**config.mk**
```make
export PLATFORM = sky130hd
export DESIGN_NAME = rr_mux_arbiter_flat
export DESIGN_NICKNAME = d
export VERILOG_FILES = /design/src/rtl/rr_mux_arbiter_if.sv /design/src/rtl/rr_mux_arbiter.sv /design/src/flat_wrapper.sv
export SDC_FILE = /design/constraint.sdc
export NUM_CORES = 1
export LEC_CHECK = 0
export CORE_ASPECT_RATIO = 1.5
export CORE_MARGIN = 5
export CORE_UTILIZATION = 37
export CTS_CLUSTER_SIZE = 24
export DETAILED_ROUTE_END_ITERATION = 16
export HOLD_SLACK_MARGIN = 0.1
export PLACE_DENSITY_LB_ADDON = 0.08
export SETUP_SLACK_MARGIN = 0.5
export SKIP_LAST_GASP = 1
export SYNTH_ARGS = -nofsm -noshare
export SYNTH_HDL_FRONTEND = slang
export SYNTH_SLANG_ARGS = --single-unit
```
**constraint.sdc**
```tcl
create_clock -name clk -period 1.7 [get_ports clk]
set_input_delay 0.34 -clock clk [delete_from_list [all_inputs] [get_ports clk]]
set_output_delay 0.34 -clock clk [all_outputs]
set_load 0.02 [all_outputs]
```
**src/rtl/rr_mux_arbiter_if.sv**
```systemverilog
// rr_mux_arbiter_if: requester/stream bundle for the round-robin mux arbiter.
// master = requester/consumer side, slave = arbiter side.
interface rr_mux_arbiter_if #(
    parameter int DATA_W = 8
);
    logic [3:0]          req;
    logic [4*DATA_W-1:0] data_in;
    logic [3:0]          gnt;
    logic [1:0]          sel;
    logic                busy;
    logic                out_valid;
    logic [DATA_W-1:0]   out_data;
    logic                out_ready;

    modport master (
        output req, data_in, out_ready,
        input  gnt, sel, busy, out_valid, out_data
    );

    modport slave (
        input  req, data_in, out_ready,
        output gnt, sel, busy, out_valid, out_data
    );
endinterface

```
**src/rtl/rr_mux_arbiter.sv**
```systemverilog
// rr_mux_arbiter: round-robin grant of a shared 4:1 mux with bounded bursts.
// One idle cycle separates grants; sel holds its last value after release.
module rr_mux_arbiter #(
    parameter int DATA_W    = 8,
    parameter int BURST_LEN = 4
) (
    input logic          clk,
    input logic          rst_n,
    rr_mux_arbiter_if.slave bus
);
    typedef enum logic {IDLE, BUSY} state_t;

    state_t     state_q, state_d;
    logic [3:0] gnt_q, gnt_d;
    logic [1:0] sel_q, sel_d;
    logic [1:0] ptr_q, ptr_d;
    logic [7:0] cnt_q, cnt_d;
    logic [1:0] win;
    logic       busy;
    logic       valid;
    logic       xfer;
    logic       last;

    assign busy  = (state_q == BUSY);
    assign valid = busy & bus.req[sel_q];
    assign xfer  = valid & bus.out_ready;
    assign last  = (cnt_q == 8'(BURST_LEN - 1));

    assign bus.gnt       = gnt_q;
    assign bus.sel       = sel_q;
    assign bus.busy      = busy;
    assign bus.out_valid = valid;
    assign bus.out_data  = busy ? bus.data_in[sel_q*DATA_W +: DATA_W]
                                : '0;

    // Winner: first set request scanning from ptr upward, wrapping mod 4.
    always_comb begin
        win = ptr_q;
        for (int i = 3; i >= 0; i--) begin
            if (bus.req[ptr_q + 2'(i)]) begin
                win = ptr_q + 2'(i);
            end
        end
    end

    // State register; reset aborts any burst in flight.
    always_ff @(posedge clk or negedge rst_n) begin
        if (!rst_n) begin
            state_q <= IDLE;
            gnt_q   <= '0;
            sel_q   <= '0;
            ptr_q   <= '0;
            cnt_q   <= '0;
        end else begin
            state_q <= state_d;
            gnt_q   <= gnt_d;
            sel_q   <= sel_d;
            ptr_q   <= ptr_d;
            cnt_q   <= cnt_d;
        end
    end

    // Next state: arbitrate in IDLE, count beats and release in BUSY.
    always_comb begin
        state_d = state_q;
        gnt_d   = gnt_q;
        sel_d   = sel_q;
        ptr_d   = ptr_q;
        cnt_d   = cnt_q;
        unique case (state_q)
            IDLE: begin
                if (|bus.req) begin
                    state_d = BUSY;
                    gnt_d   = 4'b0001 << win;
                    sel_d   = win;
                    cnt_d   = '0;
                end
            end
            BUSY: begin
                if ((xfer && last) || !bus.req[sel_q]) begin
                    state_d = IDLE;
                    gnt_d   = '0;
                    cnt_d   = '0;
                    ptr_d   = sel_q + 2'd1;
                end else if (xfer) begin
                    cnt_d = cnt_q + 8'd1;
                end
            end
            default: begin
                state_d = IDLE;
                gnt_d   = '0;
            end
        endcase
    end
endmodule
```
**src/flat_wrapper.sv**
```systemverilog
// flat-port wrapper written by rule: the top's interface ports become plain ports
module rr_mux_arbiter_flat 
#(
    parameter int DATA_W    = 8,
    parameter int BURST_LEN = 4
)
  (clk, rst_n, bus_req, bus_data_in, bus_out_ready, bus_gnt, bus_sel, bus_busy, bus_out_valid, bus_out_data);
  rr_mux_arbiter_if #(.DATA_W(DATA_W)) bus_i ();
  input logic clk;
  input logic rst_n;
  input wire logic [$bits(bus_i.req)-1:0] bus_req;
  input wire logic [$bits(bus_i.data_in)-1:0] bus_data_in;
  input wire logic [$bits(bus_i.out_ready)-1:0] bus_out_ready;
  output wire logic [$bits(bus_i.gnt)-1:0] bus_gnt;
  output wire logic [$bits(bus_i.sel)-1:0] bus_sel;
  output wire logic [$bits(bus_i.busy)-1:0] bus_busy;
  output wire logic [$bits(bus_i.out_valid)-1:0] bus_out_valid;
  output wire logic [$bits(bus_i.out_data)-1:0] bus_out_data;
  assign bus_i.req = bus_req;
  assign bus_i.data_in = bus_data_in;
  assign bus_i.out_ready = bus_out_ready;
  assign bus_gnt = bus_i.gnt;
  assign bus_sel = bus_i.sel;
  assign bus_busy = bus_i.busy;
  assign bus_out_valid = bus_i.out_valid;
  assign bus_out_data = bus_i.out_data;
  rr_mux_arbiter #(.DATA_W(DATA_W), .BURST_LEN(BURST_LEN)) u_core (.clk(clk), .rst_n(rst_n), .bus(bus_i));
endmodule
```
==> impl_summary.md, run 1 <==
Timing
The final clock period utilization by the worst path is 116.9%. The final count of hold timing violations was 0. Headroom to the max-slew limit came out at 72.68%. The final number of max-transition violations is 0. Based on the critical path, the design can be clocked at up to 503.2 MHz. Summed over all failing endpoints, the final setup total negative slack is -4.981 ns. Setup repair after global routing could not meet its margin everywhere. The final critical delay including setup and external delays is 1.987 ns. Across the routed clock network, the largest skew measured is 0.003293 ns. The total of endpoints with negative setup slack in the final report is 25. The final worst-path setup slack is -0.2872 ns. The final-layout worst hold slack is 0.4048 ns. The slew at the pin closest to its max-slew limit is 0.4081 ns.

Place
Once placement completed, the tool counted placed cells totaling 231. Before CTS, the worst setup slack after placement is -0.6420 ns. After detailed placement, the total cell area comes to 2009 um^2. Routability-driven placement finished with a final weighted congestion of 0.8089. The post-detailed-placement half-perimeter wirelength is 3049 um. Buffers placed on the I/O ports in this run total 54.

Min path
The min-delay analysis places its worst path in the category in2async.

Layout
0 antenna diodes ended up in the layout. At the end of the flow, the number of nets in the layout was 253. Of the cells placed in the final design, the portion with a size suffix greater than 1 is 54.25%. The multi-input gate area in the final layout is 849.6 um^2. Once layout is complete, the cells apart from fillers number 252. The sequential cells in the finished layout cover a total of 429.2 um^2. The post-route cell area is 2323 um^2. The count of fill cells added during filler insertion is 229. The relative area change from synthesis to final layout is 93.64%.

Run
The max capacitance violation total is 0.

Clocking
The maximum clock path buffer count is 2. Counting every sink on the clock net gives 17. The clock network latency to the later pin of the worst-skew pair is 0.25 ns. The maximum level of the CTS H-tree is 1. The clock root buffer is clkbuf_8. The number of buffers created by CTS is 3. Clock-pin slew was measured on the worst setup and hold paths at 0.06 ns.

TritonCTS built the clock tree.

Outcome
The checks that failed: setup timing. The run finished, with violations left.

Critical path
The startpoint type of the worst setup path is a flop. The critical path is of the reg2reg type. Data on the critical path arrives at its endpoint at 2.17 ns. The nature of the critical path endpoint is a flop. The data required time at the worst endpoint is 1.89 ns. The slack of the worst reg-to-reg path is -0.29 ns. The critical-path maximum fanout is 6. The number of cells on the worst reg-to-reg path is 7.

Synth
The flip-flop and latch count after synthesis is 17. When the netlist entered floorplanning its net count stood at 151. The netlist area before placement is 1200 um^2.

Summed over its instances, the top area cell type makes up 35.45% of the synthesized netlist area. The cell count after synthesis came out at 111. The post-synthesis average cell area is 10.81 um^2. The sequential share of the synthesized area is 35.45%. The most used flip-flop cell after synthesis is dfrtp_1.

After synthesis, the cell types taking the most area are dfrtp_1 (35%), mux4_2 (17%), and2_1 (4.7%). The async set-reset flop share out of synthesis is 100.0%. Yosys printed 0 warnings. The synthesized design spends more area on one cell type than any other, namely dfrtp_1. The synthesized design contains 0 enable-type register cells.

The netlist uses 41 different library cells.

Global route
For this run the aggregate overflow at the end of global routing stands at 0. The number of antenna violations at the first check in global routing was 0. The global-route wire length before repair is 6768 um. The pin count of the biggest net entering global routing is 18. The global routing usage summed across all routing layers is 19.30%. The number of global-route vias before repair came to 1,440.

Route
After detailed routing, the number of remaining DRC violations is 0. The first detailed-routing pass ran for 4 iterations. The mean number of vias per cell is 5.393. The starting DRC count in detailed routing is 19. The total number of vias is 1,359. The routed design has 4177 um of wire.

The number of routed nets with antenna violations is 0. After detailed routing, the average wire length per cell comes to 16.58 um.

Power
The peak supply drop is 0.0009572 V. Summed over all cells, the static leakage comes to 0.001008 uW. The ratio of total power to cell area is 1508 nW/um^2.

Floorplan
The initial standard-cell utilization of the core is 38.36%. The floorplan has 25 rows. The die covers 4505 um^2. The die is 56.50 um wide. In this run the standard cell core region covers 3128 um^2.

The top-level port count is 55. From bottom edge to top edge, the die measures 79.75 um.
synth_stat cells (2+ instances only):
| library cell | n |
|---|---|
| o31ai_1 | 6 |
| and2_1 | 9 |
| clkbuf_1 | 2 |
| and3_1 | 2 |
| mux2_2 | 2 |
| a21oi_1 | 7 |
| nand3_1 | 2 |
| o21a_1 | 2 |
| mux4_2 | 9 |
| dfrtp_1 | 17 |
| or3_1 | 2 |
| or4_1 | 5 |
| nor2_1 | 3 |
| o21ai_0 | 7 |
| nand2_1 | 5 |
| inv_1 | 3 |
| nor2b_1 | 3 |
| a22o_1 | 2 |
layer usage:
metal | routed length (um) | global-route usage, %
met1 | 1587 | 21.36
met5 | 0 | 0
met2 | 2368 | 37.85
met3 | 177 | 2.265
met4 | 44 | 4.988
critical path: stages (launching register included):
cell     delay (ns)
dfrtp_2        0.44
buf_12         0.14
buf_16         0.12
mux4_2         0.31
buf_6          0.14
nor3b_4        0.16
or4_4          0.48
a21oi_2        0.12
layout make-up:
cell class | instances | area share (%)
clock buffer | 4 | 1.939
sequential | 17 | 18.47
tap | 40 | 2.154
inverter | 3 | 0.5924
timing repair buffer | 100 | 40.28
multi-input combinational | 88 | 36.56
state kept, by name (all words and copies together), names as in the netlist:
register	cells
u_core.bus.gnt	4
u_core.cnt_q	8
u_core.bus.sel	2
u_core.ptr_q	2
u_core.bus.busy	1
cells by family after synthesis:
family	count (synthesis)	synth area share, %
buf+inv	7	2.919
flops	17	35.45
simple gates	40	21.79
compound gates	34	19.29
mux	11	18.77
fa+ha+maj	1	1.043
xor+xnor	1	0.7301
path summary, 6_finish.rpt:
path	to	from
worst max register to register	u_core.cnt_q[5]$_DFFE_PN0P_	u_core.bus.sel[0]$_DFFE_PN0P_
min in group clk	u_core.bus.gnt[0]$_DFFE_PN0P_	u_core.bus.gnt[0]$_DFFE_PN0P_
worst min register to register	u_core.bus.gnt[0]$_DFFE_PN0P_	u_core.bus.gnt[0]$_DFFE_PN0P_
max in group asynchronous	u_core.bus.sel[1]$_DFFE_PN0P_	rst_n
worst max-delay path	u_core.cnt_q[5]$_DFFE_PN0P_	u_core.bus.sel[0]$_DFFE_PN0P_
worst min-delay path	u_core.cnt_q[4]$_DFFE_PN0P_	rst_n
what timing repair did:
item / CTS / global route
endpoints found under the setup margin: 33 / 29
cloned: 2 / 0
setup buffers: 14 / 1
hold buffers: 0 / 0
gates resized for setup: 122 / 14
pin swaps: 5 / 11
through the flow:
stage               utilization [%]  total power, uW
floorplan                         -             1751
global route                  74.28             3706
finish                        74.28             3503
detailed placement            64.24             2603
CTS                           72.84             3417
global placement              64.24             2554
power breakdown:
group,internal (uW),switching (uW),leakage [uW],total [uW]
Combinational,1460,1080,0.000765,2550
Clock,167,138,0.0000228,305
Sequential,534,116,0.000221,650
cells in the final DEF (no fill, tap or decap), drive strengths merged:
master         netlist  routed
buf                  2      65
clkdlybuf4s50        0      34
dfrtp               17      17
and2                10      10
mux4                 9       9
o21ai                8       8
a21oi                8       8
or4                  7       7
o31ai                6       6
nand2                5       5
clkbuf               2       5
nor2b                3       3
nor2                 3       3
inv                  3       3
o21a                 2       2
or3                  2       2
a22o                 2       2
and3                 2       2
nand3                2       2
mux2                 2       2
nor3b                1       2
or4bb                1       1
nor3                 1       1
o41ai                1       1
a211oi               1       1
and2b                1       1
o21ba                1       1
a32o                 1       1
o32ai                1       1
nor4                 1       1
o2bb2ai              1       1
or2                  1       1
o2111ai              1       1
xnor2                1       1
a21o                 1       1
ha                   1       1
Power figures use the tool's default switching activity.
==> inputs of run 2 (changes only) <==
--- a/config.mk
+++ b/config.mk
@@ -5,6 +5,7 @@
 export SDC_FILE = /design/constraint.sdc
 export NUM_CORES = 1
 export LEC_CHECK = 0
+export ABC_CLOCK_PERIOD_IN_PS = 1700
 export CORE_ASPECT_RATIO = 1.5
 export CORE_MARGIN = 5
 export CORE_UTILIZATION = 37
@@ -14,6 +15,7 @@
 export PLACE_DENSITY_LB_ADDON = 0.08
 export SETUP_SLACK_MARGIN = 0.5
 export SKIP_LAST_GASP = 1
+export SLEW_MARGIN = 10
 export SYNTH_ARGS = -nofsm -noshare
 export SYNTH_HDL_FRONTEND = slang
 export SYNTH_SLANG_ARGS = --single-unit
==> results of run 2 <==
Same layout as run 1: the final DEF is identical, and so are final timing and power.
==> inputs of run 3 (changes only) <==
--- a/config.mk
+++ b/config.mk
@@ -12,10 +12,11 @@
 export CTS_CLUSTER_SIZE = 24
 export DETAILED_ROUTE_END_ITERATION = 16
 export HOLD_SLACK_MARGIN = 0.1
-export PLACE_DENSITY_LB_ADDON = 0.08
+export PLACE_DENSITY = 0.79
 export SETUP_SLACK_MARGIN = 0.5
 export SKIP_LAST_GASP = 1
 export SLEW_MARGIN = 10
 export SYNTH_ARGS = -nofsm -noshare
 export SYNTH_HDL_FRONTEND = slang
 export SYNTH_SLANG_ARGS = --single-unit
+export TNS_END_PERCENT = 20
==> impl_summary.md, run 3 (synthesis results as in run 1) <==
Min path
The path class of the tightest hold or removal check is in2async.

Critical path
The data required time at the worst endpoint is 1.89 ns. The data arrival time of the critical path is 2.21 ns. Of all nets on the critical path, the largest fanout is 6. STA classifies the critical path startpoint as a flop. The setup path with the least slack is of type reg2reg. The worst setup path is captured at a flop.

Outcome
The checks that failed: setup timing. The flow ran to the end, but the final reports show violations.

Power
For this design the ratio of total power to cell area is 1463 nW/um^2. The peak supply drop is 0.0006559 V. The total net switching power is 1276 uW. Of the total power, the share spent switching nets is 40.63%. Combinational logic burns 69.6% of the power. Internal power comes to 1865 uW.

The total leakage power is 0.0009204 uW. Per report_power, the clock group accounts for 9.8% of the total. Of the total power, registers draw 20.7%.

Layout
Compared with the post-synthesis result, the final layout area differs by 78.94%. The repair_antennas step left the layout with diodes totalling 0. The final net count is 245.

The top cell types in the final layout, fill and taps aside, are clkdlybuf4s50_1 (41), buf_4 (35), dfrtp_1 (16), mux4_2 (9), and2_1 (9). Counting flops per register, the top entry is u_core.cnt_q. The flip-flop count of the largest register after layout is 8. The share of the core filled with cells in the final layout is 68.64%. Of the cells placed in the final design, the portion with a size suffix greater than 1 is 37.75%. The library cell used most frequently in the layout, excluding fill and tap cells, is clkdlybuf4s50_1.

Floorplan
The die area is 4505 um^2. In this run the vertical extent of the chip is 79.75 um. The initial standard-cell utilization of the core is 38.36%. The placeable core region is 3128 um^2.

The number of placement rows is 25. Pin placement for this block handled 55 I/O pins. The die is 56.50 um wide.

Timing
Setup violations remaining at the end of the flow were counted as 29. Across all hold checks on the routed design, the worst slack comes to 0.3741 ns. The final number of max-transition violations is 0. At the pin with the least slew margin, the transition time is 0.5377 ns. The final worst-path setup slack is -0.3177 ns. The final critical path takes up 118.7% of the cycle. Headroom to the max-slew limit came out at 63.82%. The final count of hold timing violations is 0. The final critical delay including setup and external delays is 2.018 ns. Derived from the worst setup path, the maximum achievable clock frequency is 495.6 MHz. Setup repair after global routing could not meet its margin everywhere. The post-route setup TNS is -6.557 ns. Across the routed clock network, the largest skew measured is 0.003483 ns.

Route
For this run, the detailed router's first-pass iteration total came to 4. Once detail routing completed, the nets flagged for antenna violations numbered 0. For this block, the via count after detailed routing is 1,358. In the routed design, unresolved DRC markers number 0.

Wires add up to 4371 um. After the first detailed-routing iteration, the DRC count stood at 27. Dividing the detail-routed wire length by the instance count gives 17.91 um. Using the TritonRoute via totals, the vias-per-cell ratio works out to 5.566.

Place
The weighted congestion reported at the end of routability-driven placement is 0.9342. The post-detailed-placement half-perimeter wirelength is 3283 um. The count of input and output buffers is 54. The post-place setup slack is -0.7030 ns.

Clocking
TritonCTS built the clock tree. CTS built an H-tree with a depth of 1. In this run the deepest clock path goes through 2 buffers. In this run, CTS created clock tree buffers numbering 3.

Clock tree synthesis found a total of 17 sinks. Clock-pin slew was measured on the worst setup and hold paths at 0.07 ns. The clock reaches the later pin of the worst-skew pair after 0.26 ns. The clock root buffer is clkbuf_8.

Global route
Global routing used 20.49% of the available tracks. The number of antenna violations at the first check in global routing came to 0. The global-route wire length before repair is 7245 um. Entering global routing, the biggest net connects 14 pins.

The number of global-route vias before repair came to 1,441. After global routing the overflow that remains totals 0.

Run
The max capacitance violation total is 0.
run 3: cell types whose count changed in the layout (fill, tap and decap cells not counted), moves of 3 or more:
cell / before / now
buf_6: 18 / 3
and2_1: 0 / 9
and2_4: 8 / 1
clkdlybuf4s50_1: 34 / 41
dlygate4sd2_1: 0 / 4
a21oi_1: 2 / 5
a21oi_2: 6 / 3
run 3: layout make-up:
class	count	area [um^2]
tap	40	50.05
sequential	17	426.7
timing repair buffer	92	824.5
clock buffer	3	41.29
fill	234	980.9
clock inverter	1	5.005
multi-input combinational	88	788.3
inverter	3	11.26
run 3: path summary, 6_finish.rpt:
check	slack [ns]	cells after the start	to	start
setup / recovery	-0.32	7	u_core.cnt_q[7]$_DFFE_PN0P_	u_core.bus.sel[0]$_DFFE_PN0P_
hold / removal	0.37	1	u_core.bus.gnt[0]$_DFFE_PN0P_	rst_n
setup reg to reg	-0.32	7	u_core.cnt_q[7]$_DFFE_PN0P_	u_core.bus.sel[0]$_DFFE_PN0P_
hold reg to reg	0.50	1	u_core.bus.gnt[2]$_DFFE_PN0P_	u_core.bus.gnt[2]$_DFFE_PN0P_
max in group asynchronous	0.84	2	u_core.bus.sel[0]$_DFFE_PN0P_	rst_n
min in group clk	0.50	1	u_core.bus.gnt[2]$_DFFE_PN0P_	u_core.bus.gnt[2]$_DFFE_PN0P_
run 3: worst max-delay path, cell delays in order, from the launching register on:
cell     delay (ns)
dfrtp_1        0.40
buf_6          0.13
buf_16         0.13
mux4_2         0.31
buf_6          0.14
nor3b_4        0.16
or4_4          0.52
a21oi_2        0.15
run 3: what timing repair did:
item	4_1_cts	5_1_grt
pin swaps	2	2
gates resized for setup	52	1
cloned	2	0
hold buffers	0	0
endpoints found under the setup margin	33	33
buffers inserted	4	0
run 3: stage by stage:
step | total power, uW | area (um^2) | instances
2_1_floorplan | 1720 | 1210 | 111
3_3_place_gp | 2598 | 2034 | 234
3_5_place_dp | 2676 | 2034 | 234
4_1_cts | 3114 | 2140 | 244
5_1_grt | 3322 | 2147 | 244
6_report | 3141 | 2147 | 244
run 3: per-layer routing:
metal  global-route usage, %  up-vias  share of wire, %
met3                   2.751        8               4.6
met2                   36.00       48                53
met1                   24.03      678                39
li1                        -      624                 -
met5                       0        -                 0
met4                   10.21        0               3.0
run 3: power groups by stage:
stage / logic (uW) / registers [uW] / clock network [uW]
detailed placement: 2020 / 659 / 0
global route: 2330 / 672 / 322
floorplan: 988 / 732 / 0
finish: 2180 / 649 / 307
CTS: 2150 / 647 / 313
global placement: 1950 / 648 / 0
